--- config.mk ---
export PLATFORM = sky130hd
export DESIGN_NAME = turbo_ext_interleaver_flat
export DESIGN_NICKNAME = d
export VERILOG_FILES = /design/src/rtl/turbo_ext_interleaver_pkg.sv /design/src/rtl/turbo_ext_interleaver_if.sv /design/src/rtl/turbo_ext_interleaver_pi_gen.sv /design/src/rtl/turbo_ext_interleaver.sv /design/src/flat_wrapper.sv
export SDC_FILE = /design/constraint.sdc
export NUM_CORES = 1
export LEC_CHECK = 0
export ABC_AREA = 1
export CAP_MARGIN = 40
export CORE_UTILIZATION = 40
export CTS_CLUSTER_SIZE = 20
export DETAILED_ROUTE_END_ITERATION = 7
export SKIP_LAST_GASP = 1
export SYNTH_ARGS = -nofsm -noshare
export SYNTH_HDL_FRONTEND = slang
export SYNTH_SLANG_ARGS = --single-unit
--- constraint.sdc ---
create_clock -name clk_p_i -period 8.28 [get_ports clk_p_i]
set_input_delay 1.656 -clock clk_p_i [delete_from_list [all_inputs] [get_ports clk_p_i]]
set_output_delay 1.656 -clock clk_p_i [all_outputs]
set_load 0.05 [all_outputs]
--- src/rtl/turbo_ext_interleaver_pkg.sv ---
// Shared turbo decoder definitions: block geometry, interleaver FSM states
// and the saturation helper shared with the SISO front end.
package turbo_ext_interleaver_pkg;

    localparam int unsigned DATA_SIZE  = 10;
    localparam int unsigned INPUT_SIZE = 5;
    localparam int unsigned BLOCK_SIZE = 3 * (INPUT_SIZE + 2);
    localparam int unsigned ADDR_W     = $clog2(BLOCK_SIZE);
    localparam int unsigned SAT_IN_W   = DATA_SIZE + 4;

    localparam logic signed [SAT_IN_W-1:0] SAT_MAX = SAT_IN_W'((2 ** (INPUT_SIZE - 1)) - 1);
    localparam logic signed [SAT_IN_W-1:0] SAT_MIN = ~SAT_MAX;

    typedef enum logic {
        ST_FILL  = 1'b0,
        ST_DRAIN = 1'b1
    } il_state_e;

    // Clamp a wide signed value into the INPUT_SIZE soft-value range.
    function automatic logic signed [INPUT_SIZE-1:0] sat_input(input logic signed [SAT_IN_W-1:0] x);
        if (x > SAT_MAX) begin
            return INPUT_SIZE'(SAT_MAX);
        end else if (x < SAT_MIN) begin
            return INPUT_SIZE'(SAT_MIN);
        end
        return INPUT_SIZE'(x);
    endfunction

endpackage

--- src/rtl/turbo_ext_interleaver_if.sv ---
// Streaming bundle between the SISO output, the extrinsic interleaver and the
// next SISO a-priori input.
interface turbo_ext_interleaver_if;
    import turbo_ext_interleaver_pkg::*;

    logic                         mode_i;
    logic signed [DATA_SIZE-1:0]  llr_i;
    logic signed [INPUT_SIZE-1:0] sys_i;
    logic signed [INPUT_SIZE-1:0] apr_i;
    logic                         in_valid_i;
    logic                         in_ready_o;
    logic signed [INPUT_SIZE-1:0] ext_o;
    logic                         out_valid_o;
    logic                         out_ready_i;
    logic                         out_last_o;
    logic                         busy_o;

    modport master (
        output mode_i, llr_i, sys_i, apr_i, in_valid_i, out_ready_i,
        input  in_ready_o, ext_o, out_valid_o, out_last_o, busy_o
    );

    modport slave (
        input  mode_i, llr_i, sys_i, apr_i, in_valid_i, out_ready_i,
        output in_ready_o, ext_o, out_valid_o, out_last_o, busy_o
    );

endinterface

--- src/rtl/turbo_ext_interleaver_pi_gen.sv ---
// Incremental pi(k) = (STEP*k + OFFSET) mod BLOCK_SIZE generator; one
// add-and-conditional-subtract per advance.
module turbo_pi_gen
    import turbo_ext_interleaver_pkg::*;
#(
    parameter int unsigned STEP   = 5,
    parameter int unsigned OFFSET = 0
) (
    input  logic              clk_p_i,
    input  logic              reset_n_i,
    input  logic              load_i,
    input  logic              adv_i,
    output logic [ADDR_W-1:0] pi_o
);

    localparam int unsigned SUM_W = ADDR_W + 1;

    logic [ADDR_W-1:0] pi_q;
    logic [ADDR_W-1:0] pi_d;
    logic [SUM_W-1:0]  sum_c;

    always_comb begin
        sum_c = {1'b0, pi_q} + SUM_W'(STEP);
        if (sum_c >= SUM_W'(BLOCK_SIZE)) begin
            sum_c = sum_c - SUM_W'(BLOCK_SIZE);
        end
        pi_d = pi_q;
        if (load_i) begin
            pi_d = ADDR_W'(OFFSET);
        end else if (adv_i) begin
            pi_d = sum_c[ADDR_W-1:0];
        end
    end

    always_ff @(posedge clk_p_i or negedge reset_n_i) begin
        if (!reset_n_i) begin
            pi_q <= ADDR_W'(OFFSET);
        end else begin
            pi_q <= pi_d;
        end
    end

    assign pi_o = pi_q;

endmodule

--- src/rtl/turbo_ext_interleaver.sv ---
// Extrinsic former plus single-buffer block interleaver: fills one block of
// scaled/saturated extrinsics, then replays it permuted to the next SISO.
module turbo_ext_interleaver
    import turbo_ext_interleaver_pkg::*;
#(
    parameter int unsigned PI_STEP   = 5,
    parameter int unsigned PI_OFFSET = 0
) (
    input  logic                    clk_p_i,
    input  logic                    reset_n_i,
    turbo_ext_interleaver_if.slave  bus_s
);

    localparam int unsigned E_W = DATA_SIZE + 2;

    il_state_e                    state_q, state_d;
    logic [ADDR_W-1:0]            wr_cnt_q, wr_cnt_d;
    logic [ADDR_W-1:0]            rd_cnt_q, rd_cnt_d;
    logic                         mode_q, mode_d;
    logic signed [INPUT_SIZE-1:0] ext_q, ext_d;
    logic                         out_valid_q, out_valid_d;
    logic                         out_last_q, out_last_d;
    logic                         busy_q, busy_d;
    logic                         in_ready_q, in_ready_d;
    logic signed [INPUT_SIZE-1:0] mem_q [0:BLOCK_SIZE-1];

    logic signed [E_W-1:0]        e_c;
    logic signed [SAT_IN_W-1:0]   p_c;
    logic signed [SAT_IN_W-1:0]   s_c;
    logic signed [INPUT_SIZE-1:0] ext_c;
    logic                         accept_c, fill_last_c, load_c, drain_done_c;
    logic                         mode_eff_c, pi_load_c, pi_adv_c;
    logic [ADDR_W-1:0]            wr_addr_c, rd_addr_c, pi_c;

    // Extrinsic = LLR - sys - apr, scaled by 3/4 (floor) and saturated.
    always_comb begin
        e_c   = E_W'(bus_s.llr_i) - E_W'(bus_s.sys_i) - E_W'(bus_s.apr_i);
        p_c   = (SAT_IN_W'(e_c) <<< 1) + SAT_IN_W'(e_c);
        s_c   = p_c >>> 2;
        ext_c = sat_input(s_c);
    end

    assign accept_c     = bus_s.in_valid_i && in_ready_q;
    assign fill_last_c  = (wr_cnt_q == ADDR_W'(BLOCK_SIZE - 1));
    assign load_c       = (state_q == ST_DRAIN) && (!out_valid_q || bus_s.out_ready_i)
                          && (rd_cnt_q < ADDR_W'(BLOCK_SIZE));
    assign drain_done_c = out_valid_q && out_last_q && bus_s.out_ready_i;

    // First beat of a block uses the live mode; later beats the latched one.
    assign mode_eff_c = (wr_cnt_q == '0) ? bus_s.mode_i : mode_q;
    assign wr_addr_c  = mode_eff_c ? pi_c : wr_cnt_q;
    assign rd_addr_c  = mode_q ? rd_cnt_q : pi_c;

    always_ff @(posedge clk_p_i or negedge reset_n_i) begin
        if (!reset_n_i) begin
            state_q <= ST_FILL;
        end else begin
            state_q <= state_d;
        end
    end

    always_comb begin
        state_d = state_q;
        unique case (state_q)
            ST_FILL:  if (accept_c && fill_last_c) state_d = ST_DRAIN;
            ST_DRAIN: if (drain_done_c)            state_d = ST_FILL;
        endcase
    end

    always_comb begin
        wr_cnt_d    = wr_cnt_q;
        rd_cnt_d    = rd_cnt_q;
        mode_d      = mode_q;
        ext_d       = ext_q;
        out_valid_d = out_valid_q;
        out_last_d  = out_last_q;
        busy_d      = busy_q;
        pi_load_c   = 1'b0;
        pi_adv_c    = 1'b0;

        if (accept_c) begin
            if (wr_cnt_q == '0) begin
                mode_d = bus_s.mode_i;
                busy_d = 1'b1;
            end
            wr_cnt_d = wr_cnt_q + ADDR_W'(1);
            pi_adv_c = mode_eff_c;
            if (fill_last_c) begin
                wr_cnt_d  = '0;
                pi_load_c = 1'b1;
            end
        end

        if (load_c) begin
            ext_d       = mem_q[rd_addr_c];
            out_valid_d = 1'b1;
            out_last_d  = (rd_cnt_q == ADDR_W'(BLOCK_SIZE - 1));
            rd_cnt_d    = rd_cnt_q + ADDR_W'(1);
            pi_adv_c    = !mode_q;
        end else if (out_valid_q && bus_s.out_ready_i) begin
            out_valid_d = 1'b0;
            out_last_d  = 1'b0;
        end

        if (drain_done_c) begin
            rd_cnt_d  = '0;
            busy_d    = 1'b0;
            pi_load_c = 1'b1;
        end

        in_ready_d = (state_d == ST_FILL);
    end

    always_ff @(posedge clk_p_i or negedge reset_n_i) begin
        if (!reset_n_i) begin
            wr_cnt_q    <= '0;
            rd_cnt_q    <= '0;
            mode_q      <= 1'b0;
            ext_q       <= '0;
            out_valid_q <= 1'b0;
            out_last_q  <= 1'b0;
            busy_q      <= 1'b0;
            in_ready_q  <= 1'b1;
        end else begin
            wr_cnt_q    <= wr_cnt_d;
            rd_cnt_q    <= rd_cnt_d;
            mode_q      <= mode_d;
            ext_q       <= ext_d;
            out_valid_q <= out_valid_d;
            out_last_q  <= out_last_d;
            busy_q      <= busy_d;
            in_ready_q  <= in_ready_d;
        end
    end

    // Block buffer has no reset; contents are only read after a full fill.
    always_ff @(posedge clk_p_i) begin
        if (accept_c) begin
            mem_q[wr_addr_c] <= ext_c;
        end
    end

    turbo_pi_gen #(
        .STEP   (PI_STEP),
        .OFFSET (PI_OFFSET)
    ) u_pi_gen (
        .clk_p_i   (clk_p_i),
        .reset_n_i (reset_n_i),
        .load_i    (pi_load_c),
        .adv_i     (pi_adv_c),
        .pi_o      (pi_c)
    );

    assign bus_s.in_ready_o  = in_ready_q;
    assign bus_s.ext_o       = ext_q;
    assign bus_s.out_valid_o = out_valid_q;
    assign bus_s.out_last_o  = out_last_q;
    assign bus_s.busy_o      = busy_q;

endmodule

--- src/flat_wrapper.sv ---
// flat-port wrapper written by rule: the top's interface ports become plain ports
module turbo_ext_interleaver_flat import turbo_ext_interleaver_pkg::*;
#(
    parameter int unsigned PI_STEP   = 5,
    parameter int unsigned PI_OFFSET = 0
)
  (clk_p_i, reset_n_i, bus_s_mode_i, bus_s_llr_i, bus_s_sys_i, bus_s_apr_i, bus_s_in_valid_i, bus_s_out_ready_i, bus_s_in_ready_o, bus_s_ext_o, bus_s_out_valid_o, bus_s_out_last_o, bus_s_busy_o);
  turbo_ext_interleaver_if bus_s_i ();
  input  logic clk_p_i;
  input  logic reset_n_i;
  input wire logic [$bits(bus_s_i.mode_i)-1:0] bus_s_mode_i;
  input wire logic [$bits(bus_s_i.llr_i)-1:0] bus_s_llr_i;
  input wire logic [$bits(bus_s_i.sys_i)-1:0] bus_s_sys_i;
  input wire logic [$bits(bus_s_i.apr_i)-1:0] bus_s_apr_i;
  input wire logic [$bits(bus_s_i.in_valid_i)-1:0] bus_s_in_valid_i;
  input wire logic [$bits(bus_s_i.out_ready_i)-1:0] bus_s_out_ready_i;
  output wire logic [$bits(bus_s_i.in_ready_o)-1:0] bus_s_in_ready_o;
  output wire logic [$bits(bus_s_i.ext_o)-1:0] bus_s_ext_o;
  output wire logic [$bits(bus_s_i.out_valid_o)-1:0] bus_s_out_valid_o;
  output wire logic [$bits(bus_s_i.out_last_o)-1:0] bus_s_out_last_o;
  output wire logic [$bits(bus_s_i.busy_o)-1:0] bus_s_busy_o;
  assign bus_s_i.mode_i = bus_s_mode_i;
  assign bus_s_i.llr_i = bus_s_llr_i;
  assign bus_s_i.sys_i = bus_s_sys_i;
  assign bus_s_i.apr_i = bus_s_apr_i;
  assign bus_s_i.in_valid_i = bus_s_in_valid_i;
  assign bus_s_i.out_ready_i = bus_s_out_ready_i;
  assign bus_s_in_ready_o = bus_s_i.in_ready_o;
  assign bus_s_ext_o = bus_s_i.ext_o;
  assign bus_s_out_valid_o = bus_s_i.out_valid_o;
  assign bus_s_out_last_o = bus_s_i.out_last_o;
  assign bus_s_busy_o = bus_s_i.busy_o;
  turbo_ext_interleaver #(.PI_STEP(PI_STEP), .PI_OFFSET(PI_OFFSET)) u_core (.clk_p_i(clk_p_i), .reset_n_i(reset_n_i), .bus_s(bus_s_i));
endmodule
* Yosys cells after proc, flatten, opt, wreduce, memory -nomap -nowiden
Memories as Yosys holds them, arrays and structs flattened. A register that Yosys moved wholly into a read port is not among the register bits.
Cells that the tools add are included.
** Storage, ports and cells
- Bits in registers :: 21
- Memory bits (writable) :: 105
- Input port bits :: 25
- Output and inout bits :: 9
- Word-level logic and storage cells :: 73
- Memories :: 1
** Operators by class
- Add/sub/neg operators :: 7
- Order comparisons :: 4
- Eq/ne operators :: 2
- Mux-type cells :: 30
- Bitwise logic cells :: 2
- Reductions and logical operators :: 18
** Memories
- u_core.mem_q :: depth 21, width 5, read ports 1, clocked after memory_dff 1, write ports 1, RTL line turbo_ext_interleaver.sv:25 : logic signed [INPUT_SIZE-1:0] mem_q [0:BLOCK_SIZE-1];
** Operator list (number)
- $mux 5 :: 11
- $mux 1 :: 18
- $add 13x12->14 :: 1
- $gt 12x5->1 const B :: 1
- $lt 12x5->1 const B :: 1
- $sub 11x5->12 :: 1
- $sub 10x5->11 :: 1
- $add 5x1->5 const B :: 2
- $eq 5x5->1 const B :: 2
- $reduce_bool 2->1 :: 5
- $logic_and 1x1->1 :: 7
- $add 5x3->6 const B :: 1
- $ge 6x5->1 const B :: 1
- $logic_not 5->1 :: 1
- $lt 5x5->1 const B :: 1
- $sub 5x5->5 const B :: 1
- $logic_not 1->1 :: 3
- $not 1->1 :: 2
- $pmux 1 s2 :: 1
- $reduce_and 2->1 :: 1
- $logic_or 1x1->1 :: 1

* Longest topological paths before layout
- Depth in word-level cells :: 7
- Depth in mapped cells :: 25
- Depth with buffers taken out :: 25

* Modules after synthesis
From an unflattened synthesis, not the netlist that was laid out.
** Second synthesis, totals
- Cells, all modules :: 772
- Area total of the unflattened synthesis :: 7240.7 µm²
** Modules (own cells, without submodules)
- turbo_ext_interleaver :: instances 1, cells each 710, area an instance 6815.3 µm², sequential area each 3679.8 µm²
- turbo_pi_gen :: instances 1, cells each 62, area an instance 425.4 µm², sequential area each 125.1 µm²

* Worst setup path after synthesis
No wires, ideal clock.
- Path kind :: in2reg
- From :: input bus_s_apr_i[4]
- To :: memory u_core.mem_q[0][0], data pin
- Library setup time :: 0.343 ns
- Arrival :: 4.894 ns
- Required time :: 7.937 ns
- Slack :: 3.043 ns
- Cell stages on the path :: 21
- Path buffers :: 0
- Cell sequence :: inv_1 fa_1 ha_1 nand2_2 inv_2 nand2_4 nand3_2 nand2_2 nand2_4 ha_1 nand2_1 inv_1 nand3_1 o211ai_1 nand4_1 nand2_2 nand2_2 nand3_1 nand4_2 o21ai_2 nand2_1
** Between the ends
- Longest elaborated chain between the ends :: 6
- Elaborated cells between the ends (all ways) :: 8
- Classes of those cells :: 2 x add/sub; 2 x order compare; 4 x mux
** RTL lines
- from (decl) :: RTL line flat_wrapper.sv:14 : input wire logic [$bits(bus_s_i.apr_i)-1:0] bus_s_apr_i;
- $sub 11x5->12 (*) :: RTL line turbo_ext_interleaver.sv:37 : e_c = E_W'(bus_s.llr_i) - E_W'(bus_s.sys_i) - E_W'(bus_s.apr_i);
- $add 13x12->14 (*) :: RTL line turbo_ext_interleaver.sv:38 : p_c = (SAT_IN_W'(e_c) <<< 1) + SAT_IN_W'(e_c);
- $lt 12x5->1 :: RTL line turbo_ext_interleaver_pkg.sv:23 : end else if (x < SAT_MIN) begin
- $mux 1 :: RTL line turbo_ext_interleaver_pkg.sv:23
- $mux 1 :: RTL line turbo_ext_interleaver_pkg.sv:21 : if (x > SAT_MAX) begin
- $mux 5 (*) :: RTL line turbo_ext_interleaver_pkg.sv:26 : return INPUT_SIZE'(x);
- net u_core.ext_c[0] :: RTL line turbo_ext_interleaver.sv:30 : logic signed [INPUT_SIZE-1:0] ext_c;
- to (decl) :: RTL line turbo_ext_interleaver.sv:25
Mark *: on every way through the listed nets, which the timed path passes. The rest lies on a longest branch.

* Worst setup path in the final report
- From :: input bus_s_apr_i[4]
- To :: memory u_core.mem_q[0][3], data pin
Same word-level chain as after synthesis.

==> flow_summary.html <==
<table>
<tr><th>Metric</th><th>Value</th></tr>
<tr><th colspan="2">Outcome</th></tr>
<tr><td>Outcome</td><td>complete, no violations</td></tr>
<tr><th colspan="2">Critical path</th></tr>
<tr><td>Worst reg2reg startpoint</td><td>u_core.wr_cnt_q[0]</td></tr>
<tr><td>Worst setup path class</td><td>primary input to register</td></tr>
<tr><td>Worst r2r path cells</td><td>10</td></tr>
<tr><td>Reg-to-reg setup timing slack</td><td>5.04 ns</td></tr>
<tr><td>Critical register-to-register path endpoint</td><td>u_core.mem_q[19][0]</td></tr>
<tr><td>Nature of the critical path startpoint</td><td>primary input</td></tr>
<tr><td>Critical path peak fanout</td><td>21</td></tr>
<tr><td>Endpoint arrival time on the critical path</td><td>5.83 ns</td></tr>
<tr><td>CP required</td><td>8.27 ns</td></tr>
<tr><td>CP Capture Type</td><td>register</td></tr>
<tr><th colspan="2">CTS</th></tr>
<tr><td>TritonCTS clock tree</td><td>done</td></tr>
<tr><td>Gates resized, CTS repair</td><td>0</td></tr>
<tr><td>Inserted Clock Buffers</td><td>17</td></tr>
<tr><td>Root cell of the clock tree</td><td>sky130_fd_sc_hd__clkbuf_16</td></tr>
<tr><td># hold bufs at CTS</td><td>0</td></tr>
<tr><td>Number of setup buffers added after CTS</td><td>0</td></tr>
<tr><td>Maximum level of the CTS H-tree</td><td>4</td></tr>
<tr><td>CTS max path bufs</td><td>2</td></tr>
<tr><td>Clock-pin slew on the worst setup and hold paths</td><td>0.05 ns</td></tr>
<tr><td>Clock tree sinks</td><td>131</td></tr>
<tr><td>Clock insertion delay at the later pin of the skew report</td><td>0.41 ns</td></tr>
<tr><th colspan="2">Yosys</th></tr>
<tr><td>Proportion of synthesized chip area in sequential cells</td><td>52.6%</td></tr>
<tr><td>Number of warning messages in the yosys log</td><td>0</td></tr>
<tr><td>Number of distinct library cells after synthesis</td><td>39</td></tr>
<tr><td>Net count after synthesis</td><td>817</td></tr>
<tr><td>Proportion of synthesized flip-flops having asynchronous set or reset</td><td>19.8%</td></tr>
<tr><td>Synth Register Bits</td><td>131</td></tr>
<tr><td>Leading register cell type out of synthesis</td><td>sky130_fd_sc_hd__edfxtp_1</td></tr>
<tr><td>Post-synthesis instance area</td><td>0.00723 mm²</td></tr>
<tr><td>Post-Syn Instances</td><td>753</td></tr>
<tr><td>Avg Cell Area, Syn</td><td>9.60 µm²</td></tr>
<tr><td>Number of enable flip-flop cells after synthesis</td><td>105</td></tr>
<tr><th colspan="2">Min path</th></tr>
<tr><td>Worst hold-check path type</td><td>register to register</td></tr>
<tr><td>Number of cells on the worst hold path</td><td>1</td></tr>
<tr><td>Startpoint of the most critical hold path</td><td>u_core.bus_s.busy_o</td></tr>
<tr><td>Destination of the worst hold path</td><td>u_core.bus_s.busy_o</td></tr>
<tr><th colspan="2">Global routing</th></tr>
<tr><td>GRT overflow</td><td>0</td></tr>
<tr><td>Number of global-route vias before repair</td><td>5369</td></tr>
<tr><td>First-pass GRT wire length</td><td>26600 µm</td></tr>
<tr><td>Total global-route track usage</td><td>18.9%</td></tr>
<tr><td>Pin count of the biggest net entering global routing</td><td>52</td></tr>
<tr><td>Initial antenna violation count</td><td>0</td></tr>
<tr><th colspan="2">Pwr</th></tr>
<tr><td>Cell leakage power</td><td>3.38 nW</td></tr>
<tr><td>Flop pwr share</td><td>29.4%</td></tr>
<tr><td>Worst voltage drop across the vdd grid</td><td>0.000320 V</td></tr>
<tr><td>Share of power burned in the clock network</td><td>19.5%</td></tr>
<tr><td>PwrDens</td><td>413 mW/mm²</td></tr>
<tr><td>Int Power</td><td>0.00189 W</td></tr>
<tr><td>Portion of total power attributed to combinational logic</td><td>51.1%</td></tr>
<tr><td>Switching power as a share of total power</td><td>45.0%</td></tr>
<tr><td>Net switching power</td><td>0.00155 W</td></tr>
<tr><th colspan="2">Placement</th></tr>
<tr><td>HPWL reported at the end of detailed placement</td><td>11400 µm</td></tr>
<tr><td>Placed cell areas</td><td>0.00782 mm²</td></tr>
<tr><td>Routability congestion estimate from global placement</td><td>0.845</td></tr>
<tr><td>Setup WS pre-CTS</td><td>2.03 ns</td></tr>
<tr><td>IO buf count</td><td>33</td></tr>
<tr><th colspan="2">Final layout</th></tr>
<tr><td>Filler Cells Inserted</td><td>1610</td></tr>
<tr><td>Layout area overhead</td><td>15.4%</td></tr>
<tr><td>Post-Layout Inst Area</td><td>0.00834 mm²</td></tr>
<tr><td>Fraction of layout instances using a drive strength above 1</td><td>10.2%</td></tr>
<tr><td>Inserted Diodes</td><td>0</td></tr>
<tr><td>Total Nets Final</td><td>856</td></tr>
<tr><th colspan="2">Run</th></tr>
<tr><td>Max-Cap Viols</td><td>0</td></tr>
<tr><th colspan="2">Timing</th></tr>
<tr><td>Setup repair after global routing missed its margin</td><td>no</td></tr>
<tr><td>Maximum frequency from static timing analysis</td><td>171 MHz</td></tr>
<tr><td>Final worst-path cycle share</td><td>70.5%</td></tr>
<tr><td>Final TNS setup</td><td>0 ns</td></tr>
<tr><td>Worst clock skew</td><td>0.00755 ns</td></tr>
<tr><td>Final count of hold timing violations</td><td>0</td></tr>
<tr><td>Final worst slack</td><td>2.44 ns</td></tr>
<tr><td>Final-report max-slew violation count</td><td>0</td></tr>
<tr><td>Transition time at the pin with the least slew margin</td><td>0.865 ns</td></tr>
<tr><td>Minimum clock period after layout</td><td>5.84 ns</td></tr>
<tr><td>Final setup vio count</td><td>0</td></tr>
<tr><td>Worst-case headroom to the max-slew limit</td><td>42.3%</td></tr>
<tr><th colspan="2">Floorplanning</th></tr>
<tr><td>Die Y-Extent</td><td>136 µm</td></tr>
<tr><td>Floorplan row count</td><td>48</td></tr>
<tr><td>Horizontal die dimension</td><td>136 µm</td></tr>
<tr><td>Area of the die</td><td>0.0186 mm²</td></tr>
<tr><td>Core Region</td><td>0.0175 mm²</td></tr>
<tr><td>Starting utilization of the core area</td><td>41.4%</td></tr>
<tr><td>Top-Level Pins</td><td>34</td></tr>
<tr><th colspan="2">Routing</th></tr>
<tr><td>DR WL/cell</td><td>15.8 µm</td></tr>
<tr><td>Routed vias/inst</td><td>5.21</td></tr>
<tr><td>Antenna viol nets, final</td><td>0</td></tr>
<tr><td>Overall via count from detail_route</td><td>5359</td></tr>
<tr><td>Detailed router's first-iteration violation count</td><td>367</td></tr>
<tr><td>Total wire length after detailed routing</td><td>16300 µm</td></tr>
<tr><td>First-pass detailed-route iteration total</td><td>5</td></tr>
<tr><td>Remaining routing DRC violations</td><td>0</td></tr>
</table>
## power groups by stage
stage | clock (W) | sequential (W) | combinational, W
3_3_place_gp | 0 | 0.00102 | 0.00169
2_1_floorplan | 0 | 0.00107 | 0.00121
6_report | 0.000670 | 0.00101 | 0.00176
5_1_grt | 0.000705 | 0.00103 | 0.00197
3_5_place_dp | 0 | 0.00103 | 0.00175
4_1_cts | 0.000680 | 0.00101 | 0.00176
## critical path: stages
cell                              delay [ns]
sky130_fd_sc_hd__clkdlybuf4s50_1        0.39
sky130_fd_sc_hd__inv_1                  0.30
sky130_fd_sc_hd__fa_1                   0.48
sky130_fd_sc_hd__ha_1                   0.42
sky130_fd_sc_hd__nand2_2                0.13
sky130_fd_sc_hd__nor2_4                 0.15
sky130_fd_sc_hd__nand2_2                0.09
sky130_fd_sc_hd__nand4_2                0.09
sky130_fd_sc_hd__nand2_4                0.07
sky130_fd_sc_hd__ha_1                   0.35
sky130_fd_sc_hd__nand2_1                0.07
sky130_fd_sc_hd__inv_1                  0.07
sky130_fd_sc_hd__nand3_1                0.06
sky130_fd_sc_hd__o211ai_1               0.25
sky130_fd_sc_hd__nand4_1                0.18
sky130_fd_sc_hd__nand2_2                0.11
sky130_fd_sc_hd__nand2_2                0.06
sky130_fd_sc_hd__nand3_1                0.11
sky130_fd_sc_hd__nand4_2                0.12
sky130_fd_sc_hd__o21ai_2                0.22
sky130_fd_sc_hd__nand2_1                0.42
## state kept, by name (all words and copies together) (netlist names)
register	flops
u_core.mem_q	105
u_core.bus_s.ext_o	5
u_core.rd_cnt_q	5
u_core.u_pi_gen.pi_o	5
u_core.wr_cnt_q	5
u_core.bus_s.busy_o	1
u_core.bus_s.in_ready_o	1
u_core.bus_s.out_last_o	1
u_core.bus_s.out_valid_o	1
u_core.mode_q	1
u_core.state_q	1
## kinds of logic after synthesis
kind of cell	synth area share (%)
XOR/XNOR	1.94
buffers and inverters	6.04
AO/OA/AOI/OAI	12.5
adder cells (fa/ha/maj)	7.89
AND/OR/NAND/NOR	19.0
flip-flops	52.6
## how the worst max path moves through the flow
stage | start | to | slack, ns
global route | bus_s_apr_i[4] | u_core.mem_q[4][0] | 2.03
global placement | bus_s_apr_i[4] | u_core.mem_q[16][2] | 2.28
finish | bus_s_apr_i[4] | u_core.mem_q[0][3] | 2.44
CTS | bus_s_apr_i[4] | u_core.mem_q[0][3] | 2.45
floorplan | bus_s_apr_i[4] | u_core.mem_q[0][0] | 3.04
detailed placement | bus_s_apr_i[4] | u_core.mem_q[0][3] | 2.03
## through the flow
step                cells  power, W  util, %  hold slack (ns)
CTS                  1029   0.00346     47.7            0.506
detailed placement    998   0.00278     44.7            0.493
finish               1029   0.00344     47.7            0.498
floorplan             753   0.00229        -            0.498
global placement      996   0.00271     44.7            0.477
global route         1029   0.00370     47.7            0.530
## per-layer routing
metal	part of all wire, %	GRT usage, %	vias up	routed length, µm
li1	-	-	2661	-
met1	43	22.5	2525	6980
met2	51	33.1	142	8260
met3	4.2	3.80	31	678
met4	2.3	7.65	0	377
met5	0	0	-	0
## cell usage after synthesis (all sizes together) (14+ instances only)
| library cell | instances | area (µm²) |
|---|---|---|
| nor2 | 99 | 382 |
| o21ai | 81 | 409 |
| a21oi | 21 | 116 |
| ha | 28 | 350 |
| nand2 | 138 | 616 |
| clkbuf | 18 | 67.6 |
| dfrtp | 25 | 626 |
| o221ai | 16 | 140 |
| edfxtp | 105 | 3150 |
| o22ai | 14 | 87.6 |
| nand3 | 35 | 195 |
| inv | 97 | 364 |
## cell usage in the layout, fill, tap and decap left out, drive strengths merged, types with 7 or more instances in the layout
cell type,instances
nand2,138
edfxtp,105
nor2,99
inv,97
o21ai,81
nand3,35
clkdlybuf4s50,33
ha,28
dfrtp,25
a21oi,21
clkbuf,20
o221ai,16
o22ai,14
xor2,13
nand4,12
fa,11
o211ai,10
nor3,7
clkinv,7
## layout make-up
| cell class | count | area [µm²] | area share (%) |
|---|---|---|---|
| Clock inverter | 11 | 88.8 | 1.06 |
| Multi-Input combinational cell | 506 | 3000 | 35.9 |
| Clock buffer | 20 | 437 | 5.23 |
| Tap cell | 225 | 282 | 3.37 |
| Timing Repair Buffer | 39 | 373 | 4.47 |
| Sequential cell | 131 | 3800 | 45.6 |
| Inverter | 97 | 364 | 4.36 |
No activity file was read; power rests on OpenSTA's default activity.
